## src/rtl/mem_ctrl_param.sv

```systemverilog
// -----------------------------------------------------------------------------
// mem_ctrl_param
//
// Parametrised two-channel memory controller. It sits between a traffic source
// and a modelled storage array. There is one write request channel and one read
// request channel. Each channel has its own fixed-latency return channel.
// A periodic refresh state machine stops both channels from accepting requests
// while a refresh is in progress.
//
// Optional feature (compile-time macro MC_STATS_EN):
//   defined   -> adds the wr_count, rd_count (32 bit) and refresh_count
//                (16 bit) statistics outputs
//   undefined -> those ports and counters are absent
//
// Parameters:
//   ADDR_W          request/return address width
//   DATA_W          data width
//   DEPTH           number of words in the array (power of two, <= 2**ADDR_W)
//   WR_LAT          edges from write acceptance to wr_ret_ack (>= 1)
//   RD_LAT          edges from read acceptance to rd_ret_ack (>= 1)
//   REFRESH_PERIOD  NORMAL cycles between refreshes (0 disables refresh)
//   REFRESH_CYCLES  cycles spent in REFRESH (>= 1)
//
// Ports:
//   clk             clock; all state changes on the rising edge
//   rst_n           asynchronous active-low reset
//   wr_en           write request valid
//   wr_address      write address
//   wr_data         write data
//   wr_ready        write channel accepting
//   wr_ret_ack      one-cycle write completion pulse
//   wr_ret_address  address of the completed write
//   rd_en           read request valid
//   rd_address      read address
//   rd_ready        read channel accepting
//   rd_ret_ack      one-cycle read return pulse
//   rd_ret_address  address of the returned read
//   rd_ret_data     returned data; holds its last value while rd_ret_ack is low
//   in_refresh      high while the FSM is in REFRESH
//   wr_count        accepted writes            (MC_STATS_EN only)
//   rd_count        accepted reads             (MC_STATS_EN only)
//   refresh_count   NORMAL->REFRESH transitions (MC_STATS_EN only)
//
// Refresh FSM states:
//   state      | meaning
//   -----------+----------------------------------------------------------
//   ST_NORMAL  | requests accepted; ref_cnt counts toward the next refresh
//   ST_REFRESH | readies low; ref_cnt counts the refresh duration
// -----------------------------------------------------------------------------
module mem_ctrl_param #(
    parameter int ADDR_W         = 16,
    parameter int DATA_W         = 16,
    parameter int DEPTH          = 256,
    parameter int WR_LAT         = 1,
    parameter int RD_LAT         = 2,
    parameter int REFRESH_PERIOD = 64,
    parameter int REFRESH_CYCLES = 4
) (
    input  logic              clk,
    input  logic              rst_n,
    input  logic              wr_en,
    input  logic [ADDR_W-1:0] wr_address,
    input  logic [DATA_W-1:0] wr_data,
    output logic              wr_ready,
    output logic              wr_ret_ack,
    output logic [ADDR_W-1:0] wr_ret_address,
    input  logic              rd_en,
    input  logic [ADDR_W-1:0] rd_address,
    output logic              rd_ready,
    output logic              rd_ret_ack,
    output logic [ADDR_W-1:0] rd_ret_address,
    output logic [DATA_W-1:0] rd_ret_data,
    output logic              in_refresh
`ifdef MC_STATS_EN
    ,
    output logic [31:0]       wr_count,
    output logic [31:0]       rd_count,
    output logic [15:0]       refresh_count
`endif
);

    localparam int IDX_W = (DEPTH > 1) ? $clog2(DEPTH) : 1;

    localparam logic [1:0] ST_NORMAL  = 2'd0;
    localparam logic [1:0] ST_REFRESH = 2'd1;

    localparam bit          REFRESH_EN = (REFRESH_PERIOD > 0);
    localparam logic [31:0] PER_LAST   = (REFRESH_PERIOD > 0) ? 32'(REFRESH_PERIOD - 1) : 32'd0;
    localparam logic [31:0] REF_LAST   = (REFRESH_CYCLES > 0) ? 32'(REFRESH_CYCLES - 1) : 32'd0;

    // ------------------------------------------------------------------
    // Refresh FSM
    // ------------------------------------------------------------------
    logic [1:0]  state;
    logic [31:0] ref_cnt;
    logic        ready_q;
    logic        in_refresh_q;
    logic        refresh_start;

    assign refresh_start = REFRESH_EN && (state == ST_NORMAL) && (ref_cnt == PER_LAST);

    // Ready and in_refresh are registered alongside the state so they switch
    // on the same edge as the state itself.
    always_ff @(posedge clk or negedge rst_n) begin
        if (!rst_n) begin
            state        <= ST_NORMAL;
            ref_cnt      <= 32'd0;
            ready_q      <= 1'b1;
            in_refresh_q <= 1'b0;
        end else begin
            case (state)
                ST_NORMAL: begin
                    if (refresh_start) begin
                        state        <= ST_REFRESH;
                        ref_cnt      <= 32'd0;
                        ready_q      <= 1'b0;
                        in_refresh_q <= 1'b1;
                    end else if (REFRESH_EN) begin
                        ref_cnt <= ref_cnt + 32'd1;
                    end
                end
                ST_REFRESH: begin
                    if (ref_cnt == REF_LAST) begin
                        state        <= ST_NORMAL;
                        ref_cnt      <= 32'd0;
                        ready_q      <= 1'b1;
                        in_refresh_q <= 1'b0;
                    end else begin
                        ref_cnt <= ref_cnt + 32'd1;
                    end
                end
                default: begin
                    state        <= ST_NORMAL;
                    ref_cnt      <= 32'd0;
                    ready_q      <= 1'b1;
                    in_refresh_q <= 1'b0;
                end
            endcase
        end
    end

    assign wr_ready   = ready_q;
    assign rd_ready   = ready_q;
    assign in_refresh = in_refresh_q;

    // ------------------------------------------------------------------
    // Acceptance and storage
    // ------------------------------------------------------------------
    logic             wr_acc;
    logic             rd_acc;
    logic [IDX_W-1:0] wr_idx;
    logic [IDX_W-1:0] rd_idx;
    logic [DATA_W-1:0] rd_word;

    logic [DATA_W-1:0] mem [DEPTH];

    assign wr_acc = wr_en & ready_q;
    assign rd_acc = rd_en & ready_q;

    // Only the low address bits select the word, so higher bits alias.
    assign wr_idx = wr_address[IDX_W-1:0];
    assign rd_idx = rd_address[IDX_W-1:0];

    // The array is not reset; its contents survive rst_n.
    always_ff @(posedge clk) begin
        if (wr_acc) begin
            mem[wr_idx] <= wr_data;
        end
    end

    // Write-first: a read that hits the word being written on the same edge
    // returns the new data instead of the stale array contents.
    always_comb begin
        rd_word = mem[rd_idx];
        if (wr_acc && (wr_idx == rd_idx)) begin
            rd_word = wr_data;
        end
    end

    // ------------------------------------------------------------------
    // Write return pipeline: stage 0 loads on the accept edge, and the last
    // stage drives the return outputs.
    // ------------------------------------------------------------------
    logic              wr_vld [WR_LAT];
    logic [ADDR_W-1:0] wr_adr [WR_LAT];

    always_ff @(posedge clk or negedge rst_n) begin
        if (!rst_n) begin
            for (int i = 0; i < WR_LAT; i++) begin
                wr_vld[i] <= 1'b0;
                wr_adr[i] <= '0;
            end
        end else begin
            wr_vld[0] <= wr_acc;
            if (wr_acc) begin
                wr_adr[0] <= wr_address;
            end
            for (int i = 1; i < WR_LAT; i++) begin
                wr_vld[i] <= wr_vld[i-1];
                if (wr_vld[i-1]) begin
                    wr_adr[i] <= wr_adr[i-1];
                end
            end
        end
    end

    assign wr_ret_ack     = wr_vld[WR_LAT-1];
    assign wr_ret_address = wr_adr[WR_LAT-1];

    // ------------------------------------------------------------------
    // Read return pipeline. A payload register only moves when valid data
    // moves into it, so the last stage keeps the last returned data while
    // no return is present.
    // ------------------------------------------------------------------
    logic              rd_vld [RD_LAT];
    logic [ADDR_W-1:0] rd_adr [RD_LAT];
    logic [DATA_W-1:0] rd_dat [RD_LAT];

    always_ff @(posedge clk or negedge rst_n) begin
        if (!rst_n) begin
            for (int i = 0; i < RD_LAT; i++) begin
                rd_vld[i] <= 1'b0;
                rd_adr[i] <= '0;
                rd_dat[i] <= '0;
            end
        end else begin
            rd_vld[0] <= rd_acc;
            if (rd_acc) begin
                rd_adr[0] <= rd_address;
                rd_dat[0] <= rd_word;
            end
            for (int i = 1; i < RD_LAT; i++) begin
                rd_vld[i] <= rd_vld[i-1];
                if (rd_vld[i-1]) begin
                    rd_adr[i] <= rd_adr[i-1];
                    rd_dat[i] <= rd_dat[i-1];
                end
            end
        end
    end

    assign rd_ret_ack     = rd_vld[RD_LAT-1];
    assign rd_ret_address = rd_adr[RD_LAT-1];
    assign rd_ret_data    = rd_dat[RD_LAT-1];

`ifdef MC_STATS_EN
    // ------------------------------------------------------------------
    // Statistics counters (wrap naturally)
    // ------------------------------------------------------------------
    always_ff @(posedge clk or negedge rst_n) begin
        if (!rst_n) begin
            wr_count      <= 32'd0;
            rd_count      <= 32'd0;
            refresh_count <= 16'd0;
        end else begin
            if (wr_acc) begin
                wr_count <= wr_count + 32'd1;
            end
            if (rd_acc) begin
                rd_count <= rd_count + 32'd1;
            end
            if (refresh_start) begin
                refresh_count <= refresh_count + 16'd1;
            end
        end
    end
`endif

endmodule

```

## config.mk

```make
export PLATFORM = sky130hd
export DESIGN_NAME = mem_ctrl_param
export DESIGN_NICKNAME = d
export VERILOG_FILES = /design/src/rtl/mem_ctrl_param.sv
export SDC_FILE = /design/constraint.sdc
export NUM_CORES = 2
export LEC_CHECK = 0
export CAP_MARGIN = 40
export CORE_UTILIZATION = 56
export CTS_CLUSTER_SIZE = 40
export DETAILED_ROUTE_END_ITERATION = 10
export PLACE_DENSITY = 0.83
export SLEW_MARGIN = 20
export SYNTH_ARGS = -nofsm -noshare
export SYNTH_HDL_FRONTEND = slang
export SYNTH_SLANG_ARGS = --single-unit
```

## constraint.sdc

```tcl
create_clock -name clk -period 3.65 [get_ports clk]
set_input_delay 0.73 -clock clk [delete_from_list [all_inputs] [get_ports clk]]
set_output_delay 0.73 -clock clk [all_outputs]
set_load 0.02 [all_outputs]
```

==> flow_summary.toml <==
[sta]
max_slew_margin_pct = 20.2
finalMaxSlewViolations = 0
setup_violations = 0
period_share_pct = 91.5
setup_ws_ps = 309
clock_skew_ps = 80.0
setup_tns_ps = 0
worst_slew_pin_slew_ps = 1200
rsz0062_at_grt = "false"
finalWorstPathRequiredPeriod_ps = 3340
fmax_mhz = 299
hold_viol_final = 0

[final_layout]
regArea_sq_mm = 0.126
syn_to_final_growth_pct = 17.3
instances_no_fill = 12600
drive_gt1_share_pct = 28.2
layout.nets = 8517
multi_input_area_sq_mm = 0.0335
fillers = 15800

[clock_tree]
cts_made_buffers = 400
cts_resized = 0
clockBufferDepth = 4
cts_tree = "built"
cts_hold_buf = 2
clock-sinks = 4213
post_cts_buffers = 0
cts_root_buf = "clkbuf_16"
h-tree-depth = 5
clock_latency_ps = 980
cts.clk_slew.worst_paths_ps = 70

[setup_path]
max_stage_delay_ps = 740
cpLargestDelayFamily = "buffers and inverters"
worstPathRequired_ps = 2920
crit_arrival_ps = 2610
cp_cell_sequence = "buf_4, clkdlybuf4s50_1"
path_class = "reg2out"
path_max_fanout = 4
start_kind = "flip-flop"
path_buf_inv = 2
slowest_stage = "dfstp_2"
endpoint_kind = "output port"

[power_and_ir_drop]
power_mw = 100
powerDensity_mw_per_mm2 = 529
ir_worst_vdd_v = 0.000449
leakagePower_nw = 61.6

[global_route]
grt_max_degree = 148
grt_pass1_vias = 90300
antenna_found_initial = 35
grt_use_total_pct = 33.0
grt.overflow.total = 0
grt_pass1_wl_mm = 677

[floorplan]
rows = 196
die_area_sq_mm = 0.291
start_util_pct = 56.5
ioPinCount = 105
die_w_um = 540
coreArea_sq_mm = 0.286
die_h_um = 540

[yosys]
syn_nets = 7583
synth_edf_count = 4096
ys_types = 61
avgSynthCellArea_sq_um = 21.5
async_flop_share_pct = 2.78
ys_ff_latch = 4213
synthCells = 7530
mappedNetlistArea_sq_mm = 0.162
seq_area_frac_synth_pct = 77.8
ys_warn_count = 0
ys.flop_type = "edfxtp_1"

[placement]
dp_cells = 11800
hpwl_mm = 268
io_buffers = 104
place_ws_ps = -303
gp_congestion = 0.946

[min_path]
hp-class = "in2reg"

[drt]
first_pass_iters = 8
wl_mm = 483
num_vias = 90000
drt_iter0_markers = 17100
wl_per_cell_um = 38.4
route.detailed.drc = 0
drt-vias-per-instance = 7.15
drtAntennaViolNets = 0

[outcome]
status = "completed"

[job]
cap_violations = 0
power breakdown:
part | total, mW | internal, mW | switching (mW)
Sequential | 53.0 | 53.0 | 0
Clock | 42.2 | 23.6 | 18.6
Combinational | 5.12 | 1.87 | 3.26
Total | 100 | 78.5 | 21.9
logic make-up after synthesis:
kind of cell             count (synthesis)  synth area share, %
AO/OA/AOI/OAI                          587                 2.48
XOR/XNOR                                39                0.211
adder cells (fa/ha/maj)                  1              0.00773
buffers and inverters                  477                 1.55
flip-flops                            4213                 77.8
multiplexers                          1407                 15.6
AND/OR/NAND/NOR                        806                 2.30
metal layers:
metal	share of wire [%]	up-vias	track usage (%)
li1	-	33400	-
met1	31	45300	40.5
met2	47	9181	52.1
met3	14	2046	9.41
met4	7.7	32	20.8
met5	0.050	-	0
per-stage QoR:
| stage | util (%) | hold WS, ps | cell area (sq um) |
|---|---|---|---|
| after floorplan | - | 352 | 162000 |
| after global placement | 61.7 | 435 | 176000 |
| after detailed placement | 61.7 | 451 | 177000 |
| after CTS | 66.2 | 113 | 190000 |
| after global routing | 66.3 | 157 | 190000 |
| final | 66.3 | 149 | 190000 |
synth_stat cells (4+ instances only):
cell type | n | area share (%)
or3_1 | 5 | 0.019
nand2_1 | 197 | 0.46
o2111ai_1 | 16 | 0.087
o221ai_1 | 15 | 0.081
a21oi_1 | 60 | 0.19
nor2_1 | 303 | 0.70
xnor2_1 | 27 | 0.15
or2_2 | 4 | 0.015
edfxtp_1 | 4096 | 76
a211oi_1 | 4 | 0.019
buf_4 | 105 | 0.49
a311oi_1 | 14 | 0.076
o21ai_1 | 13 | 0.040
clkbuf_1 | 155 | 0.36
nor2b_1 | 20 | 0.077
nor4_1 | 36 | 0.14
o211ai_1 | 29 | 0.13
buf_6 | 16 | 0.11
a31oi_1 | 9 | 0.035
buf_1 | 28 | 0.065
nand3_1 | 65 | 0.20
a22oi_1 | 207 | 0.96
buf_2 | 166 | 0.51
o22ai_1 | 174 | 0.67
a31o_1 | 13 | 0.070
nor3_1 | 87 | 0.27
nand4_1 | 41 | 0.16
mux4_2 | 884 | 12
mux2_2 | 79 | 0.55
xor2_1 | 12 | 0.065
nand2b_1 | 7 | 0.027
nor4bb_1 | 5 | 0.031
dfrtp_1 | 116 | 1.8
or4_1 | 13 | 0.060
o21ai_0 | 23 | 0.071
mux2i_1 | 444 | 2.7
state kept, by name, summed over array words and instances, names as in the netlist, 16 cells and up:
| register | flops |
|---|---|
| wr_ret_address | 16 |
| rd_ret_data | 16 |
| ref_cnt | 32 |
| mem | 4096 |
| rd_ret_address | 16 |
| rd_adr | 16 |
| rd_dat | 16 |
layout make-up:
class / count / area share, %
clock buffers: 494 / 5.57
diodes: 24 / 0.0317
repair buffers: 1003 / 6.58
multi-input cells: 2840 / 17.7
inverters: 6 / 0.0119
clock inverters: 236 / 1.28
well taps: 3762 / 2.48
flip-flops and latches: 4213 / 66.4
path summary, 6_finish.rpt:
path | cells after the start | start | to | slack, ps
max | 2 | rd_ready | wr_ready | 310
min | 1 | wr_data[8] | mem[132][8] | 150
max reg2reg | 10 | mem[147][7] | rd_dat[23] | 610
min reg2reg | 1 | ref_cnt[0] | ref_cnt[0] | 450
max in group asynchronous | 4 | rst_n | rd_ready | 2560
min in group asynchronous | 2 | rst_n | wr_ret_address[9] | 170
placed cells by master (no fill, tap or decap), types with 80 or more instances in the layout:
cell type        Yosys  routed
edfxtp_1          4096    4096
mux4_2             884     884
buf_4              105     528
mux2i_1            444     444
clkbuf_16            0     404
buf_12               0     363
nor2_1             303     297
a22oi_1            207     207
nand2_1            197     196
o22ai_1            174     174
dfrtp_1            116     115
clkinv_1             1      94
nor3_1              87      86
clkdlybuf4s50_1      0      80
No activity file was read; power rests on OpenSTA's default activity.
